`config.mk`:
```
export PLATFORM = sky130hd
export DESIGN_NAME = rr_merge2
export DESIGN_NICKNAME = d
export VERILOG_FILES = /design/src/rtl/rr_merge2.sv
export SDC_FILE = /design/constraint.sdc
export NUM_CORES = 1
export LEC_CHECK = 0
export ABC_AREA = 1
export BUFFER_PORTS_ARGS = -buffer_cell sky130_fd_sc_hd__buf_2
export CAP_MARGIN = 25
export CORE_MARGIN = 2
export CORE_UTILIZATION = 25
export DETAILED_ROUTE_END_ITERATION = 7
export PLACE_DENSITY = 0.49
export SLEW_MARGIN = 15
export SYNTH_ARGS = -nofsm -noshare
export SYNTH_HDL_FRONTEND = slang
export SYNTH_SLANG_ARGS = --single-unit
```
`constraint.sdc`:
```
create_clock -name clk -period 2 [get_ports clk]
set_input_delay 0.4 -clock clk [delete_from_list [all_inputs] [get_ports clk]]
set_output_delay 0.4 -clock clk [all_outputs]
set_load 0.02 [all_outputs]
```
`src/rtl/rr_merge2.sv`:
```
// Two-input round-robin stream merger with packet locking and a registered output stage.
// Each output beat carries the index of the input it came from.
module rr_merge2 #(
    parameter int WIDTH = 8
) (
    input  logic             clk,
    input  logic             rst_n,
    input  logic [WIDTH-1:0] in0_data,
    input  logic             in0_valid,
    input  logic             in0_last,
    output logic             in0_ready,
    input  logic [WIDTH-1:0] in1_data,
    input  logic             in1_valid,
    input  logic             in1_last,
    output logic             in1_ready,
    output logic [WIDTH-1:0] out_data,
    output logic             out_valid,
    output logic             out_last,
    output logic             out_src,
    input  logic             out_ready,
    output logic [1:0]       dbg_state
);

    // Handshake: a beat moves when valid && ready at a rising edge; a source
    // holds valid/data/last stable until then, and valid never waits on ready.
    typedef enum logic [1:0] {
        IDLE  = 2'd0,
        LOCK0 = 2'd1,
        LOCK1 = 2'd2
    } state_t;

    state_t           state;
    state_t           state_nxt;
    logic             last_gnt;
    logic             gnt;
    logic             gnt_vld;
    logic             free;
    logic             acc;
    logic             acc_last;
    logic [WIDTH-1:0] acc_data;

    // In IDLE a tie goes to the input that was not granted most recently.
    always_comb begin
        gnt     = 1'b0;
        gnt_vld = 1'b0;
        case (state)
            IDLE: begin
                if (in0_valid && in1_valid) begin
                    gnt     = ~last_gnt;
                    gnt_vld = 1'b1;
                end else if (in0_valid) begin
                    gnt     = 1'b0;
                    gnt_vld = 1'b1;
                end else if (in1_valid) begin
                    gnt     = 1'b1;
                    gnt_vld = 1'b1;
                end
            end
            LOCK0: begin
                gnt     = 1'b0;
                gnt_vld = 1'b1;
            end
            LOCK1: begin
                gnt     = 1'b1;
                gnt_vld = 1'b1;
            end
            default: begin
                gnt     = 1'b0;
                gnt_vld = 1'b0;
            end
        endcase
    end

    assign free = !out_valid || out_ready;

    assign in0_ready = rst_n && free && gnt_vld && !gnt &&
                       ((state == LOCK0) || ((state == IDLE) && in0_valid));
    assign in1_ready = rst_n && free && gnt_vld && gnt &&
                       ((state == LOCK1) || ((state == IDLE) && in1_valid));

    assign acc      = (in0_valid && in0_ready) || (in1_valid && in1_ready);
    assign acc_data = gnt ? in1_data : in0_data;
    assign acc_last = gnt ? in1_last : in0_last;

    always_comb begin
        state_nxt = state;
        case (state)
            IDLE: begin
                if (acc && !acc_last) begin
                    state_nxt = gnt ? LOCK1 : LOCK0;
                end
            end
            LOCK0, LOCK1: begin
                if (acc && acc_last) begin
                    state_nxt = IDLE;
                end
            end
            default: state_nxt = IDLE;
        endcase
    end

    always_ff @(posedge clk or negedge rst_n) begin
        if (!rst_n) begin
            state    <= IDLE;
            last_gnt <= 1'b1;
        end else begin
            state <= state_nxt;
            if (acc) begin
                last_gnt <= gnt;
            end
        end
    end

    // Output stage: load on accept, drain when consumed, otherwise freeze.
    always_ff @(posedge clk or negedge rst_n) begin
        if (!rst_n) begin
            out_valid <= 1'b0;
            out_data  <= '0;
            out_last  <= 1'b0;
            out_src   <= 1'b0;
        end else if (acc) begin
            out_valid <= 1'b1;
            out_data  <= acc_data;
            out_last  <= acc_last;
            out_src   <= gnt;
        end else if (out_ready) begin
            out_valid <= 1'b0;
        end
    end

    assign dbg_state = state;

endmodule
```
==> out/qor.csv <==
stage,metric,value,unit
outcome,status,"complete, no violations",
detailed_routing,number of vias per cell,4.08,
global_routing,largest net degree at the start of global routing,15,
global_routing,met1 Use GR,15.8,%
timing,final setup margin,27.3,ps
detailed_routing,First DRT Iteration DRCs,15,
global_routing,initial antenna violation count,0,
cts,clk sink count,14,
floorplan,die area,3780,sq um
cts,"Hold-fix buffers, CTS",0,
critical_path,CP cell instances,"inv_2, ha_4, nand2_1, inv_1, nand2_2, nand2_4, inv_2, nor2_2, buf_6",
synthesis,sequential fraction of the synthesis area,42.5,%
critical_path,Worst path slowest cell,dfrtp_1,
timing,Tcrit/Tclk final,98.6,%
floorplan,I/O pin count,38,
cts,Clock Latency Late Sink,270,ps
place,PortBufs,37,
critical_path,CP dominant cell by count,inv_2,
timing,final hold violation count,0,
global_routing,number of global-route vias before repair,788,
detailed_routing,first drt pass iteration count,4,
detailed_routing,ANT nets after route,0,
synthesis,post-synth cell types,20,
floorplan,Initial Util,26.7,%
timing,RSZ-0062 raised after global routing,yes,
pwr,Comb pwr share,63.9,%
critical_path,CP Capture Type,output pin,
flow_run,maxcap violations,0,
synthesis,Post-Syn Area,827,sq um
detailed_routing,wire per inst,10.8,um
finish,share of cells above drive strength 1,49.7,%
floorplan,core area,3100,sq um
timing,Relative slew margins,86.8,%
cts,cts bufs inserted,3,
finish,Nets,185,
place,placed instance count,189,
synthesis,Synth Area per Inst,7.80,sq um
synthesis,syn nets,133,
finish,n_diodes,0,
pwr,Leak Pwr,0.649,nW
global_routing,met3 Usage GRT,3.57,%
place,final RePlAce weighted congestion,0.917,
pwr,Sw Pwr,878,uW
pwr,Internal,993,uW
place,HPWL after DPL,1.68,mm
finish,fin area,1200,sq um
floorplan,FP Rows,20,
synthesis,YS warnings,0,
cts,Max Root-Sink Buffers,2,
pwr,Power Density,1550,nW/um^2
timing,Fmax,0.507,GHz
critical_path,worst setup path class,reg2out,
detailed_routing,WL final,2.17,mm
pwr,clock share of power,8.8,%
pwr,Max rail drop VDD,0.000424,V
critical_path,CP required,1600,ps
critical_path,critical path peak fanout,7,
pwr,sw frac,46.9,%
timing,Final Max Tran Viols,0,
place,placement-stage cell area,1080,sq um
critical_path,"slowest stage delay, CP",420,ps
timing,# setup viols final,0,
global_routing,M2 GR Usage,20.8,%
floorplan,Die X,61.5,um
cts,CTS root buf,clkbuf_4,
critical_path,crit start category,flop,
global_routing,first-pass GRT wire length,3.44,mm
place,placement-stage worst setup slack,127,ps
global_routing,gr busiest metal,met2,
critical_path,WP data arrival,1570,ps
synthesis,Seq cells post-synth,14,
detailed_routing,drt drc,0,
timing,worst slew pin tran,197,ps
floorplan,Die Span Y,61.5,um
cts,"Clk pin slew, worst setup/hold paths",80,ps
finish,fin cells,201,
global_routing,global route overflow,0,
global_routing,Total Routing Usage GR,12.5,%
cts,H-tree levels,1,
finish,Area Overhead vs Synth,45.7,%
cts,CTS tree,yes,
hold_path,Hold WC Path Type,in2async,
detailed_routing,total number of vias,821,
timing,Layout Skew,6.00,ps
timing,Final min period,1970,ps
synthesis,synthesized netlist cell count,106,
pwr,Reg power frac,27.3,%
finish,most frequent cells in the layout,"nand2_1 (35), buf_2 (35), dfrtp_1 (13), buf_4 (13), nor2_1 (11)",
-- sequential cells by signal (all words and copies together), names as in the netlist --
name	cells
out_valid	1
out_last	1
out_src	1
out_data	8
last_gnt	1
dbg_state	2
-- cell families (layout without fill, tap and decap cells) --
family | Yosys count | in the layout | share of synthesized area (%)
flops | 14 | 14 | 42.5
buf+inv | 16 | 67 | 8.77
simple gates | 63 | 63 | 34.5
fa+ha+maj | 4 | 4 | 6.05
compound gates | 9 | 9 | 8.17
-- worst max-delay path: cells and delay by family (launching register included) --
kind,cells,cell delay [ps]
AND/OR/NAND/NOR,4,370
buffers and inverters,4,360
flip-flops,1,420
adder cells (fa/ha/maj),1,150
-- path summary, 6_finish.rpt --
check,depth (start not counted),startpoint,endpoint,slack (ps)
max,9,dbg_state[0],in1_ready,30
max in group asynchronous,2,rst_n,last_gnt,1690
max reg2reg,12,dbg_state[0],out_data[1],170
min,2,rst_n,out_valid,60
min in group clk,3,in1_data[3],out_data[3],370
min reg2reg,2,last_gnt,last_gnt,470
-- area by class of cell --
type                            instances  area (sq um)
Sequential cell                        14           352
Timing Repair Buffer                   49           284
Tap cell                               44          55.1
Multi-Input combinational cell         76           435
Inverter                               14          52.6
Fill cell                             336          1900
Clock buffer                            4          26.3
-- power by group through the flow --
stage | Combinational [mW] | Clock (mW) | Sequential [mW]
2_1_floorplan | 0.563 | 0 | 0.671
3_3_place_gp | 1.01 | 0 | 0.516
3_5_place_dp | 1.02 | 0 | 0.518
4_1_cts | 1.13 | 0.175 | 0.512
5_1_grt | 1.34 | 0.186 | 0.524
6_report | 1.20 | 0.164 | 0.510
-- through the flow --
stage          utilization [%]  setup TNS (ps)  hold slack (ps)  total power [mW]
5_1_grt                   38.8            -168             72.5              2.05
4_1_cts                   37.5           -37.1             69.2              1.82
3_3_place_gp              34.9               0              375              1.52
3_5_place_dp              34.9               0              380              1.54
6_report                  38.8               0             62.6              1.87
2_1_floorplan                -               0              104              1.23
-- cells in the mapped netlist --
| library cell | count | area, sq um |
|---|---|---|
| nor3_1 | 1 | 5.00 |
| buf_2 | 1 | 5.00 |
| ha_1 | 4 | 50.1 |
| buf_8 | 1 | 15.0 |
| nand3_2 | 2 | 20.0 |
| a31oi_1 | 6 | 37.5 |
| o21ai_1 | 1 | 5.00 |
| dfstp_2 | 1 | 26.3 |
| nor2_1 | 13 | 48.8 |
| nand2_1 | 36 | 135 |
| nand2_2 | 5 | 31.3 |
| nor2_4 | 1 | 11.3 |
| nand2_4 | 1 | 11.3 |
| nor2_2 | 2 | 12.5 |
| dfrtp_1 | 13 | 325 |
| a31oi_2 | 2 | 25.0 |
| nand3_1 | 2 | 10.0 |
| inv_1 | 12 | 45.0 |
| inv_2 | 1 | 3.75 |
| clkinv_1 | 1 | 3.75 |
-- repair_timing --
| item | 4_1_cts | 5_1_grt |
|---|---|---|
| setup endpoints to repair | 2 | 11 |
| gates resized for setup | 9 | 5 |
| setup buffers | 4 | 4 |
| pin swaps | 1 | 3 |
-- layer usage --
layer,vias to the layer above,wire [um]
li1,430,-
met3,2,123
met4,0,28
met5,-,0
met1,368,924
met2,21,1100
Note: power is estimated with default switching activity, not from simulation.
